===== src/rtl/refresh_scheduler_pkg.sv =====
// Shared types and constants for the DRAM refresh scheduler.
package refresh_scheduler_pkg;

    // Tick generator operating state
    typedef enum logic {
        DISABLED = 1'b0,
        COUNT    = 1'b1
    } ref_state_e;

    // JEDEC ceiling on postponed refreshes
    localparam int JEDEC_MAX_POSTPONE = 8;

endpackage


===== src/rtl/refresh_tick_gen.sv =====
// tREFI interval timer: loadable down-counter that emits a one-cycle tick
// each time the interval expires. A new period is picked up only on reload.
module refresh_tick_gen
    import refresh_scheduler_pkg::*;
#(
    parameter int C_WIDTH = 16
) (
    input  logic               clk,
    input  logic               arstn,
    input  logic               enable,
    input  logic [C_WIDTH-1:0] period,
    output logic               tick
);

    localparam logic [C_WIDTH-1:0] ONE = C_WIDTH'(1);

    ref_state_e         state_q, state_d;
    logic [C_WIDTH-1:0] cnt_q, cnt_d;
    logic               run;

    // A zero period means no ticks, treat it like being disabled
    assign run = enable && (period != '0);

    // State and counter registers
    always_ff @(posedge clk or negedge arstn) begin
        if (!arstn) begin
            state_q <= DISABLED;
            cnt_q   <= '0;
        end else begin
            state_q <= state_d;
            cnt_q   <= cnt_d;
        end
    end

    // Next-state, counter reload and tick generation
    always_comb begin
        state_d = state_q;
        cnt_d   = cnt_q;
        tick    = 1'b0;
        unique case (state_q)
            DISABLED: begin
                cnt_d = '0;
                if (run) begin
                    state_d = COUNT;
                    cnt_d   = period - ONE;
                end
            end
            COUNT: begin
                if (!run) begin
                    state_d = DISABLED;
                    cnt_d   = '0;
                end else if (cnt_q == '0) begin
                    tick  = 1'b1;
                    cnt_d = period - ONE;
                end else begin
                    cnt_d = cnt_q - ONE;
                end
            end
            default: begin
                state_d = DISABLED;
                cnt_d   = '0;
            end
        endcase
    end

endmodule


===== src/rtl/refresh_scheduler.sv =====
// Refresh scheduler: turns tREFI ticks into a backlog of owed REF commands,
// presents it to main_control as a level request with an urgency flag, and
// retires one entry per ref_ack pulse.
// Optional pull-in (issuing refreshes ahead of schedule while idle) is built
// only when REFRESH_PULLIN_EN is defined.
module refresh_scheduler
    import refresh_scheduler_pkg::*;
#(
    parameter int C_TREFI_WIDTH   = 16,
    parameter int C_MAX_POSTPONE  = JEDEC_MAX_POSTPONE,
    parameter int C_URGENT_THRESH = 6,
    parameter int C_MAX_PULLIN    = 8
) (
    input  logic                     core_clk,
    input  logic                     core_arstn,
    input  logic                     enable,
    input  logic [C_TREFI_WIDTH-1:0] trefi_cycles,
    input  logic                     idle,
    input  logic                     ref_ack,
    output logic                     ref_req,
    output logic                     ref_urgent,
    output logic [3:0]               pending_cnt,
    output logic                     overflow_err,
    input  logic                     clear_err
);

    localparam logic [3:0] MAX_POST = 4'(C_MAX_POSTPONE);
    localparam logic [3:0] URG_TH   = 4'(C_URGENT_THRESH);

    logic       run, tick;
    logic [3:0] pending_q, pending_d;
    logic       ovf_set, err_d, req_d, urg_d;
    logic       ahead_zero;

    assign run = enable && (trefi_cycles != '0);

    refresh_tick_gen #(
        .C_WIDTH (C_TREFI_WIDTH)
    ) u_tick_gen (
        .clk    (core_clk),
        .arstn  (core_arstn),
        .enable (enable),
        .period (trefi_cycles),
        .tick   (tick)
    );

`ifdef REFRESH_PULLIN_EN
    localparam logic [3:0] MAX_PULL = 4'(C_MAX_PULLIN);

    logic [3:0] ahead_q, ahead_d;
    logic       offer_d;

    assign ahead_zero = (ahead_q == '0);

    // Refreshes done early: acks with nothing owed bank credit, ticks spend it
    always_comb begin
        ahead_d = ahead_q;
        if (!run) begin
            ahead_d = '0;
        end else if (tick && !ref_ack && !ahead_zero) begin
            ahead_d = ahead_q - 4'd1;
        end else if (ref_ack && !tick && pending_q == '0 && ahead_q < MAX_PULL) begin
            ahead_d = ahead_q + 4'd1;
        end
    end

    // Pull-in credit register
    always_ff @(posedge core_clk or negedge core_arstn) begin
        if (!core_arstn) ahead_q <= '0;
        else             ahead_q <= ahead_d;
    end

    // Offer an early refresh only while the controller is idle and nothing is owed
    assign offer_d = run && idle && (pending_d == '0) && (ahead_d < MAX_PULL);
    assign req_d   = (pending_d != '0) || offer_d;
`else
    logic unused_idle;

    assign unused_idle = idle;
    assign ahead_zero  = 1'b1;
    assign req_d       = (pending_d != '0);
`endif

    // Backlog update: tick adds, ack retires, both together cancel out
    always_comb begin
        pending_d = pending_q;
        ovf_set   = 1'b0;
        if (!run) begin
            pending_d = '0;
        end else if (tick && ref_ack) begin
            if (pending_q == '0 && ahead_zero) pending_d = 4'd1;
        end else if (tick) begin
            if (ahead_zero) begin
                if (pending_q < MAX_POST) pending_d = pending_q + 4'd1;
                else                      ovf_set   = 1'b1;
            end
        end else if (ref_ack) begin
            if (pending_q != '0) pending_d = pending_q - 4'd1;
        end
    end

    // A new overflow beats a same-cycle clear
    assign err_d = ovf_set ? 1'b1 : (clear_err ? 1'b0 : overflow_err);
    assign urg_d = (pending_d >= URG_TH);

    // Registered outputs
    always_ff @(posedge core_clk or negedge core_arstn) begin
        if (!core_arstn) begin
            pending_q    <= '0;
            ref_req      <= 1'b0;
            ref_urgent   <= 1'b0;
            overflow_err <= 1'b0;
        end else begin
            pending_q    <= pending_d;
            ref_req      <= req_d;
            ref_urgent   <= urg_d;
            overflow_err <= err_d;
        end
    end

    assign pending_cnt = pending_q;

endmodule


===== config.mk =====
export PLATFORM = sky130hd
export DESIGN_NAME = refresh_scheduler
export DESIGN_NICKNAME = d
export VERILOG_FILES = /design/src/rtl/refresh_scheduler_pkg.sv /design/src/rtl/refresh_tick_gen.sv /design/src/rtl/refresh_scheduler.sv
export SDC_FILE = /design/constraint.sdc
export NUM_CORES = 1
export LEC_CHECK = 0
export CORE_AREA = 2 2 71 80
export CTS_BUF_LIST = sky130_fd_sc_hd__clkbuf_8
export DETAILED_ROUTE_END_ITERATION = 8
export DIE_AREA = 0 0 73 82
export GPL_ROUTABILITY_DRIVEN = 1
export GPL_TIMING_DRIVEN = 0
export PLACE_DENSITY = 0.62
export SLEW_MARGIN = 20
export SYNTH_ARGS = -nofsm -noshare
export SYNTH_HDL_FRONTEND = slang
export SYNTH_HIERARCHICAL = 1
export SYNTH_SLANG_ARGS = --single-unit

===== constraint.sdc =====
create_clock -name core_clk -period 2.1 [get_ports core_clk]
set_input_delay 0.525 -clock core_clk [delete_from_list [all_inputs] [get_ports core_clk]]
set_output_delay 0.525 -clock core_clk [all_outputs]
set_load 0.01 [all_outputs]

Word-level counts from Yosys, hierarchy flattened --
Index checks and enable logic that the tools add are counted.
Storage, ports and cells: register bits 24, latch bits 0, memory bits (writable) 0, ROM bits 0, input bits 22, output and inout bits 7, logic and storage cells 42, memories kept 0
Operators by class: add/sub/neg operators 4, multiply operators 0, div/mod/pow operators 0, $lt $le $gt $ge 2, equal/unequal tests 0, shift-type cells 0, multiplexer cells 21, bitwise gates (word level) 1, reductions and logical operators 8
Operator list (count):
- $mux W16 | 3
- $pmux W16 S2 | 1
- $sub A16 B1 Y16 const B | 2
- $mux W4 | 7
- $logic_not A16 Y1 | 1
- $reduce_bool A16 Y1 | 1
- $mux W1 | 10
- $reduce_bool A4 Y1 | 2
- $add A4 B1 Y4 const B | 1
- $ge A4 B3 Y1 const B | 1
- $logic_not A4 Y1 | 1
- $lt A4 B4 Y1 const B | 1
- $sub A4 B1 Y4 const B | 1
- $logic_and A1 B1 Y1 | 2
- $reduce_bool A2 Y1 | 1
- $not A1 Y1 | 1

Longest topological paths before layout --
Gate-level depths: netlist of run 1.
depth after elaboration 8, mapped depth 11, gate-level depth less buffers 9

By module --
The synthesis of run 1 kept the hierarchy.
Modules (own cells, without submodules):
- refresh_tick_gen | times used 1, cells each 132, area each 1208.7 um^2, sequential area each 425.4 um^2
- refresh_scheduler | times used 1, cells each 55, area each 534.3 um^2, sequential area each 175.2 um^2

Worst setup path after synthesis of run 1 --
No wires, ideal clock.
path type input to register, start input trefi_cycles[9], end register ref_req, library setup time 0.148 ns, data arrival time 2.926 ns, data required time 1.952 ns, slack -0.974 ns, stages on the path 10, path buffers 2, path through or4_1 -> or3_4 -> o31ai_4 -> buf_2 -> nor3_1 -> clkbuf_1 -> nor2b_1 -> and3b_1 -> a311oi_1 -> a41oi_1
Between the ends: word-level cells in the longest chain between the ends 8, elaborated cells on any way between the ends 9, classes of those cells mux (5); reduce/logical (4)
RTL lines:
- start: declaration | line refresh_scheduler.sv:17 | input logic [C_TREFI_WIDTH-1:0] trefi_cycles,
- $reduce_bool A16 Y1 (*) | line refresh_tick_gen.sv:22 | assign run = enable && (period != '0);
- $logic_and A1 B1 Y1 (*) | line refresh_tick_gen.sv:22
- $mux W1 (*) | line refresh_tick_gen.sv:49 | if (!run) begin
- $mux W1 (*) | line refresh_tick_gen.sv:40 | unique case (state_q)
- named net tick | line refresh_scheduler.sv:30 | logic run, tick;
- $mux W4 or $logic_and A1 B1 Y1 (tied branches) | line refresh_scheduler.sv:92, refresh_scheduler.sv:90
- $mux W4 (*) | line refresh_scheduler.sv:90 | end else if (tick && ref_ack) begin
- $mux W4 (*) | line refresh_scheduler.sv:88 | if (!run) begin
- $reduce_bool A4 Y1 (*) | line refresh_scheduler.sv:81 | assign req_d = (pending_d != '0);
- named net req_d | line refresh_scheduler.sv:32 | logic ovf_set, err_d, req_d, urg_d;
- end signal: assignment | line refresh_scheduler.sv:115 | ref_req <= req_d;
- end: declaration | line refresh_scheduler.sv:20 | output logic ref_req,
The timed path passes the listed nets; every way through them passes the cells marked *. A chain may end at the register's enable or synchronous reset.

Worst setup path after layout of run 1 --
start input trefi_cycles[11], end register ref_req
Same word-level chain as after synthesis.

==> reports/results.ini, run 1 <==
[logic_synthesis]
mappedNetlistArea_um2=1740
synth.area.top_cells=dfrtp_1, xnor2_1, xor2_1
synth_edf_count=0
ys.warnings.count=6
ys.flop_type=dfrtp_1
syn-num-nets=215
syn_inst=187
synth_common_cells=dfrtp_1, nor2_1, xnor2_1
yosysUniqueCellTypes=49
yosysTopAreaCell=dfrtp_1
synth_top_cell_area_share=0.345
async_reset_ff_frac=1.00
post-synth-top-count-cell=dfrtp_1
seq_area_frac_synth=0.345
synth.avg_cell_area_um2=9.32
synth-seq-cells=24

[sta]
layout_worst_path_cycle_share=1.31
rsz0062_at_grt=true
final-max-slew-violation-count=0
fin_ws_ns=-0.649
skew_ns=0.00185
whs_ns=0.223
fin_crit_ns=2.75
tightest_slew_ns=0.589
final-setup-viol-count=8
finalHoldViolations=0
tns_ns=-3.56
fmax_mhz=364
slew-limit-headroom=0.607

[routing]
routedWlPerCell_um=13.8
drtIter0Drc=25
dr_total_vias=1581
drt_first_pass_iters=4
drc=0
routed_wl_um=4160
avgViaCountPerCell=5.24
postRouteAntennaNets=0

[die]
start_util=0.334
rows=28
io_pins=29
core_area_um2=5220
die_h_um=82
die_w_um=73
design.die.area_um2=5990

[grt]
antenna_found_initial=0
grt_overflow=0
grt_pass1_wl_um=6860
grt_pass1_vias=1503
grt_max_degree=25
gr-usage-all-layers=0.145

[place]
placed_cells=273
post-place-ws_ns=-1.55
port_buffers=26
placed_area_um2=2110
place.gp.congestion=0.752
hpwl_um=2830

[clocking]
clock_sinks=24
path_clk_slew_ns=0.08
cts-hold-fix-buffers=0
root_buffer=clkbuf_8
cts_tree=yes
htreeDepth=1
clock_latency_ns=0.27
cts_inserted_buffers=3
clk_path_buf_depth=2

[setup_path]
slowest_stage=or4_4
worstSetupPathType=input port to flip-flop
cp_common_cell=or3_4
cp.arrival_ns=2.94
start_kind=input port
crit_required_ns=2.29
critPathMaxFanout=5
cp_cell_sequence=buf_8, or4_4, or3_4, o31ai_4, buf_6, nor3_4, buf_4, nand2b_4, or3_4, and3_4, a41oi_2
worst_setup_path_end_kind=flip-flop
reg2regPathDepth=9
critPathMaxStageDelay_ns=0.52

[finish]
design_area_um2=2620
layout.cells.non_filler=302
final_core_util=0.501
nets=271
n_antenna_cell=0
drive_above_1_share=0.351
syn_to_final_growth_pct=50.1

[run_status]
outcome=complete, but fails checks
violations=setup timing

[worst_hold_path]
worstHoldPathType=input port to async pin

[power]
power_mw=1.93
irDropWorstVdd_mv=0.330
power_density_nw_per_um2=738
p_leak_nw=1.07

[job]
drv_cap=0

[where the power goes]
part,switching [mW],internal [mW]
sequential,0.105,0.530
clock,0.147,0.255
combinational,0.409,0.486
[sequential cells by signal, summed over array words and instances (netlist names)]
| register | cells |
|---|---|
| u_tick_gen/cnt_q | 16 |
| u_tick_gen/state_q | 1 |
| ref_req | 1 |
| pending_cnt | 4 |
| overflow_err | 1 |
| ref_urgent | 1 |
[cells by family (layout without fill, tap and decap cells)]
family | count (synthesis) | count (layout) | synth area share
DFF | 24 | 24 | 0.345
adders and majority gates | 6 | 6 | 0.0431
and+or+nand+nor | 82 | 82 | 0.284
AOI/OAI and AO/OA | 31 | 31 | 0.149
muxes | 3 | 3 | 0.0179
buffers and inverters | 16 | 71 | 0.0359
xor gates and xnor gates | 25 | 25 | 0.126
[cell type report]
type | instances | area (µm²)
fill | 485 | 2600
clock inverter | 1 | 30.0
timing repair buffer | 53 | 464
multi-input combinational | 147 | 1340
tap | 60 | 75.1
sequential | 24 | 601
clock buffer | 3 | 41.3
inverter | 11 | 41.3
buffer | 3 | 26.3
[critical path: cells and delay by family]
family,cells,cell delay [ns]
buffers and inverters,3,0.38
AND/OR/NAND/NOR,6,1.56
AO/OA/AOI/OAI,2,0.45
[cell usage in the layout, fill, tap and decap left out, types with 3 or more instances in the layout]
| master | netlist | routed |
|---|---|---|
| dfrtp_1 | 24 | 24 |
| buf_4 | 0 | 24 |
| nor2_1 | 20 | 18 |
| xnor2_1 | 15 | 15 |
| clkdlybuf4s50_1 | 0 | 14 |
| nand2_1 | 11 | 10 |
| xor2_1 | 10 | 10 |
| inv_1 | 10 | 7 |
| o22ai_1 | 8 | 7 |
| buf_6 | 0 | 6 |
| or4_4 | 4 | 5 |
| dlygate4sd2_1 | 0 | 5 |
| ha_1 | 6 | 4 |
| inv_2 | 1 | 4 |
| nor3_1 | 7 | 4 |
| a211oi_1 | 5 | 4 |
| or4_1 | 4 | 3 |
| clkbuf_8 | 0 | 3 |
| buf_2 | 2 | 3 |
| nor4_1 | 5 | 3 |
[metal layers]
layer	track usage	vias to the layer above	wire length [µm]
met2	0.271	34	2220
met4	0.0537	0	65
met1	0.172	742	1760
met5	0	-	0
li1	-	800	-
met3	0.0110	5	112
[timing repair]
item | 4_1_cts | 5_1_grt
cloned | 0 | 0
setup endpoints to repair | 24 | 19
pin swaps | 18 | 15
gates resized for setup | 53 | 24
buffers inserted | 15 | 13
[path summary, 6_finish.rpt]
check | from | slack [ns] | to
max | trefi_cycles[11] | -0.65 | ref_req
max reg2reg | u_tick_gen/cnt_q[8] | -0.34 | ref_req
min reg2reg | overflow_err | 0.55 | overflow_err
min in group core_clk | overflow_err | 0.55 | overflow_err
min | core_arstn | 0.22 | pending_cnt[1]
max in group asynchronous | core_arstn | 1.53 | u_tick_gen/cnt_q[8]
No activity file was read; power rests on OpenSTA's default activity.
==> run 2, diff against run 1 <==
--- a/config.mk
+++ b/config.mk
@@ -5,13 +5,13 @@
 export SDC_FILE = /design/constraint.sdc
 export NUM_CORES = 1
 export LEC_CHECK = 0
-export CORE_AREA = 2 2 71 80
+export CORE_AREA = 2 2 82 91
 export CTS_BUF_LIST = sky130_fd_sc_hd__clkbuf_8
 export DETAILED_ROUTE_END_ITERATION = 8
-export DIE_AREA = 0 0 73 82
+export DIE_AREA = 0 0 84 93
 export GPL_ROUTABILITY_DRIVEN = 1
 export GPL_TIMING_DRIVEN = 0
-export PLACE_DENSITY = 0.62
+export PLACE_DENSITY = 0.51
 export SLEW_MARGIN = 20
 export SYNTH_ARGS = -nofsm -noshare
 export SYNTH_HDL_FRONTEND = slang
==> run 2 against run 1 <==
The run still ends with setup timing left; global-route usage shrank 2.9 points; final area decreased by 5.8%; core utilization is 15 points lower; routed wire length increased by 5.6%; first-iteration DRC count rose by 56%; combinational power shrank 8.5%; clock power shrank 34%; sequential share of layout area grew 1.4 points; critical path type unchanged; highest routed layer unchanged.
==> reports/results.ini, run 2 (same netlist as run 1, synthesis figures left out) <==
[die]
die_h_um=93  ; was 82 µm
design.die.area_um2=7810  ; was 5990 µm²
io_pins=29  ; unchanged
die_w_um=84  ; was 73 µm
start_util=0.252  ; was 0.334
core_area_um2=6930  ; was 5220 µm²
rows=32  ; was 28

[setup_path]
cp.arrival_ns=2.85  ; was 2.94 ns
crit_required_ns=2.23  ; was 2.29 ns
start_kind=input port  ; unchanged
worstSetupPathType=input port to flip-flop  ; unchanged
worst_setup_path_end_kind=flip-flop  ; unchanged
worstSetupEndpoint=ref_urgent  ; was ref_req
reg2reg_to=ref_urgent  ; was ref_req
crit_start=trefi_cycles[9]  ; was trefi_cycles[11]
critPathMaxFanout=5  ; unchanged
ff2ff_setup_slack_ns=-0.44  ; was -0.34 ns
r2r_start=u_tick_gen/cnt_q[0]  ; was u_tick_gen/cnt_q[8]
reg2regPathDepth=11  ; was 9

[routing]
routed_wl_um=4390  ; was 4160 µm
drt_first_pass_iters=4  ; unchanged
routedWlPerCell_um=13.9  ; was 13.8 µm
dr_total_vias=1604  ; was 1581
drc=0  ; unchanged
avgViaCountPerCell=5.08  ; was 5.24
drtIter0Drc=39  ; was 25
postRouteAntennaNets=0  ; unchanged

[finish]
n_antenna_cell=0  ; unchanged
drive_above_1_share=0.286  ; was 0.351
final_core_util=0.356  ; was 0.501
nets=261  ; was 271
syn_to_final_growth_pct=41.3  ; was 50.1%
largest_reg_flops=16  ; unchanged
top_register=u_tick_gen/cnt_q  ; unchanged
layout_commonest_cell=dfrtp_1
mostFrequentLayoutCells=dfrtp_1, nor2_1, xnor2_1, clkdlybuf4s50_1, buf_4  ; was dfrtp_1, buf_4, nor2_1, xnor2_1, clkdlybuf4s50_1

[run_status]
outcome=complete, but fails checks  ; unchanged
violations=setup timing  ; unchanged

[sta]
finalHoldViolations=0  ; unchanged
tightest_slew_ns=0.609  ; was 0.589 ns
layout_worst_path_cycle_share=1.30  ; was 1.31
final-max-slew-violation-count=0  ; unchanged
fmax_mhz=367  ; was 364 MHz
final-setup-viol-count=7  ; was 8
fin_ws_ns=-0.623  ; was -0.649 ns
fin_crit_ns=2.72  ; was 2.75 ns
slew-limit-headroom=0.594  ; was 0.607
rsz0062_at_grt=true  ; unchanged
skew_ns=0.00652  ; was 0.00185 ns

[power]
power_density_nw_per_um2=697  ; was 738 nW/µm²
irDropWorstVdd_mv=0.549  ; was 0.330 mV
p_switching_mw=0.624  ; was 0.661 mW
p_int_mw=1.09  ; was 1.27 mW
p_leak_nw=0.971  ; was 1.07 nW
p_clk_frac=0.156  ; was 0.208
seqPwrFrac=0.367  ; was 0.328
pwr-share-comb=0.477  ; was 0.463
power_mw=1.72  ; was 1.93 mW
swShare=0.363  ; was 0.342

[grt]
grt_max_degree=25  ; unchanged
antenna_found_initial=0  ; unchanged
grt_overflow=0  ; unchanged
grt_pass1_wl_um=7450  ; was 6860 µm
gr-usage-all-layers=0.116  ; was 0.145
grt_pass1_vias=1566  ; was 1503

[clocking]
path_clk_slew_ns=0.08  ; about the same
clock_sinks=24  ; unchanged
root_buffer=clkbuf_8  ; unchanged
cts-hold-fix-buffers=0  ; unchanged
cts_inserted_buffers=3  ; unchanged
clk_path_buf_depth=2  ; unchanged
clock_latency_ns=0.27  ; about the same
cts_tree=yes  ; unchanged
htreeDepth=1  ; unchanged

[job]
drv_cap=0  ; unchanged

[worst_hold_path]
worstHoldPathType=input port to async pin  ; unchanged

[place]
port_buffers=26  ; unchanged
hpwl_um=3100  ; was 2830 µm
place.gp.congestion=0.740  ; was 0.752

-- run 2: area by class of cell --
cell class	instances	area (µm²)
Tap cell	85	106
Sequential cell	24	601
Multi-Input combinational cell	148	1270
Inverter	11	41.3
Fill cell	713	4460
Buffer	3	26.3
Timing Repair Buffer	42	379
Clock buffer	3	41.3
-- run 2: layer usage --
metal	share of wire	track usage
met1	0.46	0.145
met2	0.51	0.213
met3	0.024	0.0106
met4	0.012	0.0323
met5	0	0
-- run 2: timing repair --
action                     in CTS  in global routing
buffers inserted               11                  6
gates resized for setup        48                 12
pin swaps                      12                  9
cloned                          1                  0
setup endpoints to repair      24                 22
-- run 2: critical path, stage by stage --
cell      delay, ns
buf_8          0.09
or4_4          0.53
or3_4          0.42
o31ai_4        0.21
buf_6          0.16
nor3_4         0.06
nor2b_4        0.14
and3b_1        0.19
a311oi_2       0.29
buf_4          0.18
o31ai_2        0.05
-- run 2: power by group through the flow --
stage          Clock, mW  Sequential (mW)  Combinational [mW]
3_5_place_dp           0            0.625               0.677
4_1_cts            0.283            0.626               0.788
3_3_place_gp           0            0.624               0.673
6_report           0.267            0.631               0.819
2_1_floorplan          0            0.624               0.432
5_1_grt            0.296            0.645               0.909
-- run 2: how the worst min path moves through the flow --
stage / from / end
after global routing: core_arstn / u_tick_gen/cnt_q[1]
final: core_arstn / u_tick_gen/cnt_q[0]
after floorplan: core_arstn / overflow_err
after global placement: overflow_err / overflow_err
after CTS: core_arstn / overflow_err
after detailed placement: overflow_err / overflow_err
-- run 2: stage by stage --
step	instance area [µm²]	std cells	setup WS [ns]	TNS, ns	hold WS [ns]
after floorplan	1780	187	-0.831	-4.51	0.229
after global placement	2140	298	-1.62	-20.04	0.530
after detailed placement	2140	298	-1.61	-20.22	0.528
after CTS	2380	311	-0.641	-3.31	0.255
after global routing	2460	316	-0.683	-3.92	0.287
final	2460	316	-0.623	-3.35	0.239
==> run 3, diff against run 2 <==
--- a/config.mk
+++ b/config.mk
@@ -12,7 +12,7 @@
 export GPL_ROUTABILITY_DRIVEN = 1
 export GPL_TIMING_DRIVEN = 0
 export PLACE_DENSITY = 0.51
-export SLEW_MARGIN = 20
+export SLEW_MARGIN = 5
 export SYNTH_ARGS = -nofsm -noshare
 export SYNTH_HDL_FRONTEND = slang
 export SYNTH_HIERARCHICAL = 1
==> run 3 against run 2 <==
The flow still finishes with violations (setup timing); sequential power hardly changed; via count unchanged; critical endpoint unchanged; global-route usage increased by 0.13 points; worst setup slack improved by 0.049 ns; routed wire length grew 2.6%; core utilization rose by 0.45 points.
==> reports/results.ini, run 3 (same netlist as run 1, synthesis figures left out) <==
[run_status]
outcome=complete, but fails checks  ; unchanged
violations=setup timing  ; unchanged

[worst_hold_path]
worstHoldPathType=flip-flop to flip-flop  ; was input port to async pin
hold-path-endpoint=overflow_err
holdPathStages=2
hold_start=overflow_err

[place]
hpwl_um=3120  ; was 3100 µm
placed_cells=298  ; unchanged
post-place-ws_ns=-1.64  ; was -1.61 ns
place.gp.congestion=0.740  ; unchanged
port_buffers=26  ; unchanged

[sta]
finalHoldViolations=0  ; unchanged
layout_worst_path_cycle_share=1.27  ; was 1.30
slew-limit-headroom=0.272  ; was 0.594
fin_ws_ns=-0.574  ; was -0.623 ns
final-max-slew-violation-count=0  ; unchanged
final-setup-viol-count=7  ; unchanged
tightest_slew_ns=1.09  ; was 0.609 ns
fin_crit_ns=2.67  ; was 2.72 ns
whs_ns=0.533  ; was 0.239 ns
skew_ns=0.00387  ; was 0.00652 ns
rsz0062_at_grt=true  ; unchanged
fmax_mhz=374  ; was 367 MHz

[finish]
layout_commonest_cell=dfrtp_1  ; unchanged
mostFrequentLayoutCells=dfrtp_1, nor2_1, buf_4, xnor2_1, clkdlybuf4s50_1  ; was dfrtp_1, nor2_1, xnor2_1, clkdlybuf4s50_1, buf_4
regArea_um2=601  ; unchanged
final_core_util=0.360  ; was 0.356
syn_to_final_growth_pct=43.1  ; was 41.3%
largest_reg_flops=16  ; unchanged
fillers=715  ; was 713
drive_above_1_share=0.299  ; was 0.286
n_antenna_cell=0  ; unchanged
nets=264  ; was 261
layout.cells.non_filler=319  ; was 316
top_register=u_tick_gen/cnt_q  ; unchanged
multi_input_area_um2=1280  ; was 1270 µm²

[routing]
postRouteAntennaNets=0  ; unchanged
routed_wl_um=4510  ; was 4390 µm
drc=0  ; unchanged
dr_total_vias=1604  ; unchanged
routedWlPerCell_um=14.1  ; was 13.9 µm
drt_first_pass_iters=4  ; unchanged
drtIter0Drc=30  ; was 39
avgViaCountPerCell=5.03  ; was 5.08

[die]
rows=32  ; unchanged
die_h_um=93  ; unchanged
io_pins=29  ; unchanged
design.die.area_um2=7810  ; unchanged
die_w_um=84  ; unchanged
start_util=0.252  ; unchanged
core_area_um2=6930  ; unchanged

[power]
seqPwrFrac=0.357  ; was 0.367
irDropWorstVdd_mv=0.502  ; was 0.549 mV
p_clk_frac=0.152  ; was 0.156
p_leak_nw=0.986  ; was 0.971 nW
pwr-share-comb=0.491  ; was 0.477
swShare=0.371  ; was 0.363
power_mw=1.77  ; was 1.72 mW
power_density_nw_per_um2=708  ; was 697 nW/µm²
p_switching_mw=0.654  ; was 0.624 mW
p_int_mw=1.11  ; was 1.09 mW

[setup_path]
ff2ff_setup_slack_ns=-0.37  ; was -0.44 ns
cp.arrival_ns=2.83  ; was 2.85 ns
crit_required_ns=2.26  ; was 2.23 ns
start_kind=input port  ; unchanged
critPathMaxStageDelay_ns=0.53  ; about the same
cp_common_cell=o31ai_4
worstSetupPathType=input port to flip-flop  ; unchanged
r2r_start=u_tick_gen/cnt_q[1]  ; was u_tick_gen/cnt_q[0]
reg2regPathDepth=11  ; unchanged
worst_setup_path_end_kind=flip-flop  ; unchanged
slowest_stage=or4_4  ; unchanged
critPathMaxFanout=5  ; unchanged
cp_cell_sequence=buf_8, or4_4, or3_4, o31ai_4, buf_6, nor3_4, nor2b_4, and3b_1, a311oi_2, buf_4, o31ai_4  ; was buf_8, or4_4, or3_4, o31ai_4, buf_6, nor3_4, nor2b_4, and3b_1, a311oi_2, buf_4, o31ai_2
reg2reg_to=ref_urgent  ; unchanged

[clocking]
path_clk_slew_ns=0.08  ; about the same
cts-hold-fix-buffers=0  ; unchanged
clock_latency_ns=0.27  ; about the same
htreeDepth=1  ; unchanged
root_buffer=clkbuf_8  ; unchanged
cts_tree=yes  ; unchanged
clock_sinks=24  ; unchanged
cts_inserted_buffers=3  ; unchanged
clk_path_buf_depth=2  ; unchanged

[grt]
antenna_found_initial=0  ; unchanged
gr-usage-all-layers=0.117  ; was 0.116
grt_overflow=0  ; unchanged
grt_pass1_vias=1638  ; was 1566
grt_max_degree=25  ; unchanged
grt_pass1_wl_um=7530  ; was 7450 µm

[job]
drv_cap=0  ; unchanged

run 3: power by group through the flow:
| stage | clock network, mW | logic (mW) | registers [mW] |
|---|---|---|---|
| final | 0.269 | 0.867 | 0.630 |
| after global routing | 0.302 | 0.950 | 0.644 |
| after CTS | 0.286 | 0.804 | 0.623 |
| after detailed placement | 0 | 0.680 | 0.624 |
| after global placement | 0 | 0.673 | 0.624 |
| after floorplan | 0 | 0.432 | 0.624 |
run 3: area by class of cell:
class,count,share of cell area
inverters,11,0.0165
multi-input cells,148,0.514
repair buffers,45,0.159
well taps,85,0.0426
clock buffers,3,0.0165
flip-flops and latches,24,0.241
plain buffers,3,0.0105
run 3: layer usage:
metal / routed length, µm / vias to the layer above / part of all wire / GRT usage
met1: 2010 / 779 / 0.45 / 0.144
met3: 144 / 5 / 0.032 / 0.00794
met5: 0 / - / 0 / 0
li1: - / 789 / - / -
met2: 2270 / 31 / 0.50 / 0.217
met4: 74 / 0 / 0.016 / 0.0403
run 3: worst max path at each step:
stage | from | endpoint | slack [ns] | cells past startpoint
6_report | trefi_cycles[9] | ref_urgent | -0.57 | 11
3_5_place_dp | trefi_cycles[9] | ref_req | -1.64 | 11
2_1_floorplan | trefi_cycles[9] | ref_req | -0.83 | 10
5_1_grt | trefi_cycles[9] | ref_urgent | -0.61 | 11
3_3_place_gp | trefi_cycles[9] | ref_req | -1.62 | 11
4_1_cts | trefi_cycles[9] | ref_req | -0.60 | 10
run 3: critical path: cells and delay by family:
kind                   cells  cell delay [ns]
AND/OR/NAND/NOR            5             1.27
buffers and inverters      3             0.45
AO/OA/AOI/OAI              3             0.58
run 3: timing repair:
item,4_1_cts,5_1_grt
cloned,1,0
endpoints found under the setup margin,24,23
setup buffers,14,5
resized for setup,52,13
pin swaps,14,10
run 3: metrics by stage:
stage | TNS (ns) | area, µm²
floorplan | -4.51 | 1780
global placement | -20.04 | 2140
detailed placement | -20.92 | 2140
CTS | -3.00 | 2410
global route | -3.38 | 2490
finish | -2.81 | 2490
